**src/rtl/dsp_pkg.sv**
```systemverilog
// ============================================================================
// Module  : dsp_pkg
// Purpose : Shared widths, OPMODE field positions, mux selects, saturation limits.
// Revision: 1.0 - initial release
// ============================================================================
`default_nettype none

package dsp_pkg;

    localparam int DSP_MW = 36;
    localparam int DSP_PW = 48;

    localparam int OPM_X_LSB = 0;
    localparam int OPM_Z_LSB = 2;
    localparam int OPM_SEL_W = 2;
    localparam int OPM_CIN   = 4;
    localparam int OPM_SUB   = 5;

    localparam logic [1:0] X_ZERO = 2'b00;
    localparam logic [1:0] X_M    = 2'b01;
    localparam logic [1:0] X_P    = 2'b10;
    localparam logic [1:0] X_DAB  = 2'b11;

    localparam logic [1:0] Z_ZERO = 2'b00;
    localparam logic [1:0] Z_PCIN = 2'b01;
    localparam logic [1:0] Z_P    = 2'b10;
    localparam logic [1:0] Z_C    = 2'b11;

    localparam logic [DSP_PW-1:0] SAT_POS = {1'b0, {(DSP_PW-1){1'b1}}};
    localparam logic [DSP_PW-1:0] SAT_NEG = {1'b1, {(DSP_PW-1){1'b0}}};

endpackage

`default_nettype wire

```
**src/rtl/dsp_ce_reg.sv**
```systemverilog
// ============================================================================
// Module  : dsp_ce_reg
// Purpose : W-bit register with async active-high reset, CE hold and bypass.
// Revision: 1.0 - initial release
// ============================================================================
`default_nettype none

module dsp_ce_reg #(
    parameter int W   = 1,
    parameter int REG = 1
) (
    input  logic         CLK,
    input  logic         RST,
    input  logic         ce,
    input  logic [W-1:0] d,
    output logic [W-1:0] q
);

    generate
        if (REG != 0) begin : g_reg
            logic [W-1:0] r_q;

            always_ff @(posedge CLK or posedge RST) begin
                if (RST) begin
                    r_q <= '0;
                end else if (ce) begin
                    r_q <= d;
                end
            end

            assign q = r_q;
        end else begin : g_bypass
            assign q = d;
        end
    endgenerate

endmodule

`default_nettype wire

```
**src/rtl/dsp_post_accum.sv**
```systemverilog
// ============================================================================
// Module  : dsp_post_accum
// Purpose : DSP post-adder / accumulator with OPMODE, P and CARRYOUT registers.
//           Optional saturation enabled by defining DSP_POSTADD_SAT_EN.
// Revision: 1.0 - initial release
// ============================================================================
`default_nettype none

module dsp_post_accum
    import dsp_pkg::*;
#(
    parameter int OPMODEREG   = 1,
    parameter int PREG        = 1,
    parameter int CARRYOUTREG = 1,
    parameter int MW          = DSP_MW,
    parameter int PW          = DSP_PW
) (
    input  logic          CLK,
    input  logic          RST,
    input  logic          CEOPMODE,
    input  logic          CEP,
    input  logic          CECARRYOUT,
    input  logic [5:0]    OPMODE,
    input  logic [MW-1:0] M,
    input  logic [PW-1:0] DAB,
    input  logic [PW-1:0] C,
    input  logic [PW-1:0] PCIN,
    input  logic          CARRYIN,
    output logic [PW-1:0] P,
    output logic [PW-1:0] PCOUT,
    output logic          CARRYOUT,
    output logic          OVF
);

    logic [5:0]    w_opm;
    logic [PW-1:0] w_x;
    logic [PW-1:0] w_z;
    logic          w_cin;
    logic          w_sub;
    logic [PW-1:0] w_result;
    logic          w_carry;
    logic [PW-1:0] r_p;

    dsp_ce_reg #(.W(6), .REG(OPMODEREG)) u_opmode_reg (
        .CLK (CLK),
        .RST (RST),
        .ce  (CEOPMODE),
        .d   (OPMODE),
        .q   (w_opm)
    );

    // Feedback selects always tap r_p so PREG=0 cannot form a combinational loop.
    always_comb begin
        w_x = '0;
        case (w_opm[OPM_X_LSB +: OPM_SEL_W])
            X_ZERO:  w_x = '0;
            X_M:     w_x = {{(PW-MW){M[MW-1]}}, M};
            X_P:     w_x = r_p;
            default: w_x = DAB;
        endcase
    end

    always_comb begin
        w_z = '0;
        case (w_opm[OPM_Z_LSB +: OPM_SEL_W])
            Z_ZERO:  w_z = '0;
            Z_PCIN:  w_z = PCIN;
            Z_P:     w_z = r_p;
            default: w_z = C;
        endcase
    end

    assign w_cin = w_opm[OPM_CIN] ? 1'b1 : CARRYIN;
    assign w_sub = w_opm[OPM_SUB];

`ifdef DSP_POSTADD_SAT_EN
    logic [PW+1:0] w_ssum;
    logic          w_ovf;

    always_comb begin
        w_ssum = '0;
        if (w_sub) begin
            w_ssum = {{2{w_z[PW-1]}}, w_z}
                   - ({{2{w_x[PW-1]}}, w_x} + {{(PW+1){1'b0}}, w_cin});
        end else begin
            w_ssum = {{2{w_z[PW-1]}}, w_z} + {{2{w_x[PW-1]}}, w_x}
                   + {{(PW+1){1'b0}}, w_cin};
        end
    end

    // Sign extension shifts bit PW by (z_sign ^ x_sign) relative to the unsigned sum.
    assign w_carry  = w_ssum[PW] ^ w_z[PW-1] ^ w_x[PW-1];
    assign w_ovf    = !((w_ssum[PW+1] == w_ssum[PW]) && (w_ssum[PW] == w_ssum[PW-1]));
    assign w_result = w_ovf ? (w_ssum[PW+1] ? PW'(SAT_NEG) : PW'(SAT_POS))
                            : w_ssum[PW-1:0];

    dsp_ce_reg #(.W(1), .REG(PREG)) u_ovf_reg (
        .CLK (CLK),
        .RST (RST),
        .ce  (CEP),
        .d   (w_ovf),
        .q   (OVF)
    );
`else
    logic [PW:0] w_sum;

    always_comb begin
        w_sum = '0;
        if (w_sub) begin
            w_sum = {1'b0, w_z} - ({1'b0, w_x} + {{PW{1'b0}}, w_cin});
        end else begin
            w_sum = {1'b0, w_z} + {1'b0, w_x} + {{PW{1'b0}}, w_cin};
        end
    end

    assign w_carry  = w_sum[PW];
    assign w_result = w_sum[PW-1:0];
    assign OVF      = 1'b0;
`endif

    always_ff @(posedge CLK or posedge RST) begin
        if (RST) begin
            r_p <= '0;
        end else if (CEP) begin
            r_p <= w_result;
        end
    end

    generate
        if (PREG != 0) begin : g_preg
            assign P = r_p;
        end else begin : g_preg_bypass
            assign P = w_result;
        end
    endgenerate

    assign PCOUT = P;

    dsp_ce_reg #(.W(1), .REG(CARRYOUTREG)) u_carry_reg (
        .CLK (CLK),
        .RST (RST),
        .ce  (CECARRYOUT),
        .d   (w_carry),
        .q   (CARRYOUT)
    );

endmodule

`default_nettype wire

```
**config.mk**
```make
export PLATFORM = sky130hd
export DESIGN_NAME = dsp_post_accum
export DESIGN_NICKNAME = d
export VERILOG_FILES = /design/src/rtl/dsp_pkg.sv /design/src/rtl/dsp_ce_reg.sv /design/src/rtl/dsp_post_accum.sv
export SDC_FILE = /design/constraint.sdc
export NUM_CORES = 1
export LEC_CHECK = 0
export ABC_AREA = 1
export CAP_MARGIN = 15
export CORE_ASPECT_RATIO = 1.1
export CORE_MARGIN = 2
export CORE_UTILIZATION = 35
export DETAILED_ROUTE_END_ITERATION = 7
export PLACE_DENSITY = 0.56
export SETUP_SLACK_MARGIN = 0.5
export SLEW_MARGIN = 30
export SYNTH_ARGS = -nofsm -noshare
export SYNTH_HDL_FRONTEND = slang
export SYNTH_SLANG_ARGS = --single-unit
```
**constraint.sdc**
```tcl
create_clock -name CLK -period 7.27 [get_ports CLK]
set_clock_uncertainty 0.15 [all_clocks]
set_input_delay 1.454 -clock CLK [delete_from_list [all_inputs] [get_ports CLK]]
set_output_delay 1.454 -clock CLK [all_outputs]
set_load 0.02 [all_outputs]
```
==> run_results.csv <==
group,metric,value,unit
power_and_ir_drop,swShare,62.5,%
synth,avgSynthCellArea,5.39,um2
grt,grt_pass1_vias,15800,
critical_path,worstSetupPathType,"reg2reg",
clock_tree,clock_path_buffers,2,
layout,antenna-diode-count,0,
critical_path,endpoint_kind,"flop",
clock_tree,clockRootBuffer,"clkbuf_16",
power_and_ir_drop,p_leak,8.93,nW
routing,drt_wl_total,68300,um
synth,syn_inst,2542,
clock_tree,h-tree-depth,2,
routing,ant_nets,0,
timing,rsz0062_at_grt,"no",
layout,area_growth,23.1,%
power_and_ir_drop,p_int,0.00247,W
power_and_ir_drop,pwr-share-seq,9.8,%
grt,grt_pass1_wl,98200,um
power_and_ir_drop,p_comb_share,85.5,%
layout,stdcell_area,16900,um2
synth,async_reset_ff_share,100,%
synth,ys_types,50,
synth,synth-seq-cells,55,
grt,global_route.overflow_total,0,
clock_tree,clkLatencyLatePin,0.35,ns
critical_path,slowest_stage,"dfrtp_1",
synth,yosys-top-cells-area,"nand2_1 (22%), inv_1 (13%), ha_1 (13%)",
synth,synth_area,13700,um2
flow_run,maxCapViolations,0,
placement,routabilityCongestion,1.01,
timing,finalSetupViolCount,0,
timing,finalHoldViolations,0,
synth,synth_nets,2877,
timing,post-route-period-util,71.5,%
synth,synth_area_leader_cell,"nand2_1",
grt,grtUsageTotal,33.0,%
critical_path,ff2ff_setup_slack,2.07,ns
layout,stdcell_count,3253,
power_and_ir_drop,clkPwrFrac,4.6,%
clock_tree,ctsHoldBuffers,0,
timing,worstMarginPinSlew,0.944,ns
synth,ys.flop_type,"dfrtp_1",
power_and_ir_drop,vdd.ir_drop.worst,0.193,mV
grt,grt_max_degree,66,
clock_tree,postCtsSetupBuffers,0,
critical_path,crit_path_start_kind,"flop",
layout,drive_gt1_share,3.90,%
clock_tree,ctsResizeCount,0,
synth,synth_edf_count,0,
routing,vias,16700,
placement,dp_hpwl,58200,um
clock_tree,clkTransAtPathRegs,0.10,ns
timing,slew_violations,0,
outcome,status,"finished, final reports clean",
clock_tree,cts_buffers,5,
critical_path,path_delay_family,"simple AND/OR/NAND/NOR gates",
timing,tns,0,ns
timing,clock.fmax,0.192,GHz
critical_path,crit_chain,"nand2_2 > inv_2 > nand2_1 > o211ai_1 > ha_1 > ha_1 > nand2_2 > nor2_1 > nand4_1 > nand2_1 > nand2_1 > nand2_1 > xnor2_1 > nor2_1 > o21ai_0 > o21ai_0",
routing,wl_per_cell,21.0,um
placement,placed_cell_area,16700,um2
synth,yosysTopAreaCellShare,22.3,%
power_and_ir_drop,power.density,390,nW/um2
timing,fin_crit,5.20,ns
worst_hold_path,hp-class,"reg2reg",
layout,final_nets,3080,
power_and_ir_drop,power.net_switching,0.00411,W
placement,port_buffers,288,
synth,yosysWarnings,0,
critical_path,crit_required,7.33,ns
clock_tree,cts.sinks,55,
floorplan,io-pin-count,290,
critical_path,cp.arrival,5.25,ns
floorplan,num_rows,76,
layout,final.fill_count,4425,
synth,seq_area_frac_synth,10.0,%
floorplan,die_w,193,um
floorplan,die_area,40800,um2
floorplan,start_util,35.2,%
timing,slew_headroom,37.1,%
routing,drc_errors,0,
floorplan,fp.coreArea,38900,um2
grt,antenna_found_initial,0,
routing,drt_iter0_drc,1315,
clock_tree,cts_tree,"built",
layout,fin_util,43.4,%
critical_path,slowest_delay,0.75,ns
floorplan,die_y,212,um
critical_path,cp_max_fo,25,
critical_path,worst-path-buf-inv,1,
routing,vias_per_cell,5.12,
routing,drt_first_pass_iters,5,
placement,dp_cells,3245,
critical_path,crit_top_cell,"nand2_1",
==> cell type report <==
class | instances | area (um2) | share of cell area (%)
Tap cell | 507 | 634 | 3.76
Inverter | 499 | 1870 | 11.1
Clock inverter | 3 | 27.5 | 0.163
Timing Repair Buffer | 300 | 2970 | 17.6
Clock buffer | 5 | 125 | 0.741
Multi-Input combinational cell | 1884 | 9870 | 58.5
Sequential cell | 55 | 1380 | 8.17
==> registers in the layout, indices dropped and copies added (netlist names) <==
signal	cells
u_opmode_reg.q	6
P	48
u_carry_reg.q	1
==> routing by layer <==
layer	wire, um	share of wire, %	global-route usage (%)
met2	33600	49	58.7
met3	3890	5.7	3.56
met1	27700	41	39.8
met5	0	0	0
met4	3070	4.5	14.0
==> through the flow <==
step,power (W),setup WS [ns],hold WS [ns]
3_5_place_dp,0.00621,1.81,0.347
3_3_place_gp,0.00622,1.89,0.346
5_1_grt,0.00713,1.76,0.406
6_report,0.00658,2.07,0.372
4_1_cts,0.00655,1.81,0.376
2_1_floorplan,0.00421,3.21,0.331
==> placed cells by master, fill, tap and decap left out, types with 29 or more instances in the layout <==
cell type / count
nand2_1: 813
inv_1: 481
clkdlybuf4s50_1: 287
nor2_1: 195
nand3_1: 168
a21oi_1: 166
ha_1: 139
o21ai_0: 109
dfrtp_1: 53
nand4_1: 49
o211ai_1: 43
nand2_2: 29
==> path summary, 6_finish.rpt <==
| path | start | end | depth (start not counted) |
|---|---|---|---|
| max | u_opmode_reg.q[1] | P[13] | 16 |
| min | u_opmode_reg.q[4] | u_opmode_reg.q[4] | 1 |
| max reg2reg | u_opmode_reg.q[1] | P[13] | 16 |
| min reg2reg | u_opmode_reg.q[4] | u_opmode_reg.q[4] | 1 |
| max in group asynchronous | RST | P[45] | 3 |
| min in group asynchronous | RST | u_opmode_reg.q[2] | 3 |
==> power by group through the flow <==
stage	logic, W	clock network, W	registers [W]
after floorplan	0.00348	0	0.000735
after global placement	0.00557	0	0.000654
after detailed placement	0.00556	0	0.000653
after CTS	0.00559	0.000311	0.000651
after global routing	0.00614	0.000320	0.000669
final	0.00563	0.000305	0.000647
==> cell families (layout without fill, tap and decap cells) <==
logic type                 after synthesis  in the layout  synth area share (%)
adders and majority gates              143            143                  13.3
buffers and inverters                  603            807                  18.0
muxes                                    1              1                0.0821
and+or+nand+nor                       1318           1318                  40.7
AOI/OAI and AO/OA                      408            408                  17.1
other                                    1              1                0.0274
DFF                                     55             55                  10.0
xor gates and xnor gates                13             13                 0.831
==> cells in the mapped netlist (2+ instances only) <==
library cell,number
buf_2,6
dfrtp_1,55
o211ai_1,43
nand2_1,815
buf_6,2
nor2_2,13
or2_1,2
o21ai_1,16
a21oi_2,5
o22ai_1,10
and2_1,3
a21o_1,15
nor3b_1,2
nor2_4,5
a221oi_1,8
nand2_4,2
or2_0,3
nor3_1,16
o21ai_0,109
xor2_1,9
and3_1,2
nand4_1,49
o21bai_1,14
nand2_2,27
inv_2,15
inv_1,484
ha_1,139
a22oi_1,2
a21boi_0,2
nand3_2,2
a21oi_1,166
nand3_1,168
nor2_1,196
buf_4,49
buf_1,6
xnor2_1,4
o21a_1,9
a31oi_1,7
clkbuf_1,41
nand3b_1,5
nor3_2,4
fa_1,4
Note: power is estimated with default switching activity, not from simulation.
==> variant 1, RTL diff (same settings) <==
Remove the case item `X_M` of the case on `w_opm[OPM_X_LSB +: OPM_SEL_W]`.
--- a/src/rtl/dsp_post_accum.sv
+++ b/src/rtl/dsp_post_accum.sv
@@ -55,5 +55,4 @@
         case (w_opm[OPM_X_LSB +: OPM_SEL_W])
             X_ZERO:  w_x = '0;
-            X_M:     w_x = {{(PW-MW){M[MW-1]}}, M};
             X_P:     w_x = r_p;
             default: w_x = DAB;
Function: changed (a bounded check fails within 4 cycles, from zero or initial values and one cycle with RST high).
==> variant 1 against the unedited design <==
Synthesized area shrank 3.5%. Synthesized cell count shrank 2.4%. Worst setup slack better by 0.11 ns. Core utilization is 0.36 points lower. First-iteration DRC count down 10%. Sequential cell count is the same. Power down 2.9%. Wire length fell by 7.5%. Design area fell by 5.1%. Count of clock-buffer cells in the layout grew 1. Critical endpoint is now P[27]. Largest power group unchanged. Highest routed layer unchanged.
==> variant 1: results (changes against the unedited design) <==
Logic synthesis
  • Sequential share of the synthesized area: 10.4% (was 10.0%)
  • Mapped Nets: 2,813 (was 2,877)
  • Ys Warns: 0 (unchanged)
  • Distinct cells, synth: 48 (was 50)
  • Top post-synthesis cells by area: nand2_1, inv_1, ha_1 (unchanged)
  • Ys async rst share: 100% (unchanged)
  • XOR/XNOR share of the synthesized area: 0.860% (was 0.831%)
  • Synth Area in Adders: 13.6% (was 13.3%)
  • Main combinational cell family by area after synthesis: simple AND/OR/NAND/NOR gates (unchanged)
  • Compound-cell area share of the yosys netlist: 16.5% (was 17.1%)
  • Multiplexer share of the synthesized area: 0.170% (was 0.0821%)
  • Commonest cells in the netlist: nand2_1, inv_1, nor2_1, nand3_1, o21ai_0 (was nand2_1, inv_1, nor2_1, nand3_1, a21oi_1)

Power
  • Leakage Power: 0.00855 uW (was 0.00893 uW)
  • Max VDD drop: 0.166 mV (was 0.193 mV)

Drt
  • Vias/cell: 5.08 (was 5.12)
  • Wire per inst: 20.1 um (was 21.0 um)
  • DRT Pass-1 Iters: 6 (was 5)
  • Initial DRC count: 1,179 (was 1,315)

GRT
  • Initial antenna violation count: 1 (was 0)
  • First-pass GRT wire length: 92,900 um (was 98,200 um)
  • Number of global-route vias before repair: 15,200 (was 15,800)
  • GRT Overall Usage: 31.4% (was 33.0%)
  • Largest net degree at the start of global routing: 68 (was 66)

Timing
  • Worst Max-Slew Pin Slew: 1.00 ns (was 0.944 ns)

Setup path
  • End of the worst register-to-register path: P[27] (was P[13])
  • FF-to-FF setup slack: 2.18 ns (was 2.07 ns)
  • Reg2Reg Depth: 15 (was 16)
  • Worst Path Max Fanout: 48 (was 25)
  • Worst Path Arrival: 5.22 ns (was 5.25 ns)
  • Worst flop-to-flop path startpoint: u_opmode_reg.q[0] (was u_opmode_reg.q[1])

Placement
  • Hpwl dp: 53,200 um (was 58,200 um)
  • Port bufs: 252 (was 288)
  • Cell Area, Placed: 15,900 um^2 (was 16,700 um^2)
  • Placer Congestion: 0.959 (was 1.01)

Finish
  • Fillers: 4,235 (was 4,425)
  • # diodes: 0 (unchanged)
  • Layout area overhead: 21.1% (was 23.1%)
  • Share of cells above drive strength 1: 2.38% (was 3.90%)
  • Nets: 2,978 (was 3,080)

Clock tree
  • Skew-Pair Late Insertion Delay: 0.35 ns (about the same)
  • Clk slew on worst S/H paths: 0.08 ns (was 0.10 ns)
  • TritonCTS Buffers: 5 (unchanged)
  • Maximum root-to-sink buffer count: 2 (unchanged)
  • Post-CTS resize count: 0 (unchanged)

Min path
  • Hold EP: u_opmode_reg.q[4] (unchanged)

Outcome
  • Outcome: finished, final reports clean (unchanged)
==> variant 1: area by class of cell <==
cell class / instances / share of cell area, %
inverters: 500 / 11.7
repair buffers: 259 / 16.0
multi-input cells: 1824 / 58.7
clock buffers: 6 / 0.804
flip-flops and latches: 55 / 8.62
well taps: 494 / 3.86
clock inverters: 2 / 0.242
==> variant 1: worst max path at each step <==
stage	start	to	slack (ns)	depth (start not counted)
final	u_opmode_reg.q[0]	P[27]	2.18	15
after CTS	u_opmode_reg.q[0]	P[27]	1.89	15
after global routing	u_opmode_reg.q[0]	P[27]	1.97	15
after floorplan	PCIN[0]	P[20]	3.35	18
after global placement	PCIN[0]	P[22]	1.90	19
after detailed placement	u_opmode_reg.q[0]	P[27]	1.91	15
==> variant 1: through the flow <==
stage / std cells / worst slack, ns / hold slack (ns)
after floorplan: 2480 / 3.35 / 0.331
after global placement: 3132 / 1.90 / 0.356
after detailed placement: 3132 / 1.91 / 0.369
after CTS: 3140 / 1.89 / 0.389
after global routing: 3140 / 1.97 / 0.392
final: 3140 / 2.18 / 0.388
==> variant 1: power by group <==
| group | switching, uW | total (uW) | internal (uW) |
|---|---|---|---|
| Clock | 169 | 335 | 166 |
| Sequential | 164 | 604 | 440 |
| Combinational | 3620 | 5450 | 1820 |
==> variant 1: kinds of logic (layout without fill, tap and decap cells) <==
kind of cell / Yosys count / in the layout
simple gates: 1275 / 1275
buf+inv: 601 / 767
compound gates: 392 / 392
fa+ha+maj: 141 / 141
flops: 55 / 55
xor+xnor: 13 / 13
mux: 2 / 2
other cells: 1 / 1
==> variant 1: worst max-delay path, stage by stage, from the launching register on <==
cell     delay, ns
dfrtp_2       0.35
buf_4         0.51
inv_1         0.30
nand2_4       0.50
o21ai_0       0.27
ha_1          0.48
ha_1          0.45
nand2_1       0.18
nor4_1        0.68
nand2_1       0.20
nand3_2       0.17
a21oi_1       0.12
or2_0         0.21
nand3_1       0.25
nand2_1       0.11
nand2_1       0.07
==> variant 1: layer usage <==
metal / GRT usage (%) / up-vias / part of all wire, %
li1: - / 8054 / -
met1: 40.0 / 7301 / 43
met2: 54.9 / 515 / 48
met3: 3.27 / 74 / 5.3
met4: 10.9 / 0 / 3.6
met5: 0 / - / 0
==> variant 2, RTL diff (same settings) <==
Without the edit above. The option `DSP_POSTADD_SAT_EN` is turned on by a define.
--- a/src/rtl/dsp_post_accum.sv
+++ b/src/rtl/dsp_post_accum.sv
@@ -6,4 +6,6 @@
 // ============================================================================
 `default_nettype none
+
+`define DSP_POSTADD_SAT_EN
 
 module dsp_post_accum
Behaviour: not the same (a bounded check fails within 4 cycles, from zero or initial values and one cycle with RST high).
==> variant 2 against the unedited design <==
Count of clock-buffer cells in the layout did not move. Non-clock buffer count rose by 8. Power rose by 3.4%. Worst setup slack got worse by 1.0 ns. First-iteration DRC count rose by 21%. Die area fell by 4.7%. Core utilization rose by 0.43 points. Design area fell by 4.1%. Synthesized area fell by 4.8%. Wire length fell by 5.8%. Final cell count fell by 5.7%. Via count fell by 2.9%. Sequential cell count rose by 1. Clock power fell by 18%.
==> variant 2: results (changes against the unedited design) <==
Power
  • Clk power: 250 uW (was 305 uW)
  • Sequential power share: 10.8% (was 9.8%)
  • Sw Ratio: 62.8% (was 62.5%)
  • PwrDens: 420 nW/um^2 (was 390 nW/um^2)

Timing
  • Worst Max-Slew Pin Slew: 0.831 ns (was 0.944 ns)
  • Minimum clock period: 6.20 ns (was 5.20 ns)

GRT
  • Number of global-route vias before repair: 15,100 (was 15,800)
  • GRT Overall Usage: 32.3% (was 33.0%)
  • Largest net degree at the start of global routing: 64 (was 66)

Placement
  • Hpwl dp: 54,600 um (was 58,200 um)
  • Port bufs: 289 (was 288)
  • Placer Congestion: 0.963 (was 1.01)

Logic synthesis
  • Distinct cells, synth: 49 (was 50)
  • Multiplexer share of the synthesized area: 0.172% (was 0.0821%)
  • Mapped Nets: 2,711 (was 2,877)
  • Top post-synthesis cells by area: nand2_1, ha_1, dfrtp_1 (was nand2_1, inv_1, ha_1)
  • XOR/XNOR share of the synthesized area: 2.28% (was 0.831%)
  • Synth Area in Adders: 13.9% (was 13.3%)
  • Compound-cell area share of the yosys netlist: 19.9% (was 17.1%)

Finish
  • Share of cells above drive strength 1: 4.78% (was 3.90%)
  • Nets: 2,907 (was 3,080)
  • Sequential cell area: 1400 um^2 (was 1380 um^2)
  • Seq_cells: 56 (was 55)
  • Inverters: 384 (was 499)

Outcome
  • Outcome: finished, final reports clean (unchanged)

Drt
  • WL met2: 27,500 um (was 33,600 um)
  • Initial DRC count: 1,586 (was 1,315)
  • Total number of vias: 16,200 (was 16,700)

Clock tree
  • Clk slew on worst S/H paths: 0.08 ns (was 0.10 ns)
## variant 2: metrics by stage
stage               worst slack, ns  cells  utilization, %  instance area (um^2)
global placement               1.06   3059            43.5                 16100
CTS                            1.12   3066            43.8                 16200
floorplan                      2.59   2376               -                 13100
global route                  0.779   3066            43.8                 16200
finish                         1.07   3066            43.8                 16200
detailed placement             1.06   3059            43.5                 16100
## variant 2: final timing paths
check                                       start                end
worst max register to register  u_opmode_reg.q[2]              P[33]
max in group asynchronous                     RST  u_opmode_reg.q[2]
worst max-delay path            u_opmode_reg.q[2]              P[33]
min in group asynchronous                     RST              P[42]
worst min-delay path                  u_ovf_reg.q        u_ovf_reg.q
worst min register to register        u_ovf_reg.q        u_ovf_reg.q
## variant 2: metal layers
metal	vias to the layer above	GRT usage, %
li1	7900	-
met1	7544	49.1
met2	690	50.1
met3	43	2.50
met4	0	5.65
met5	-	0
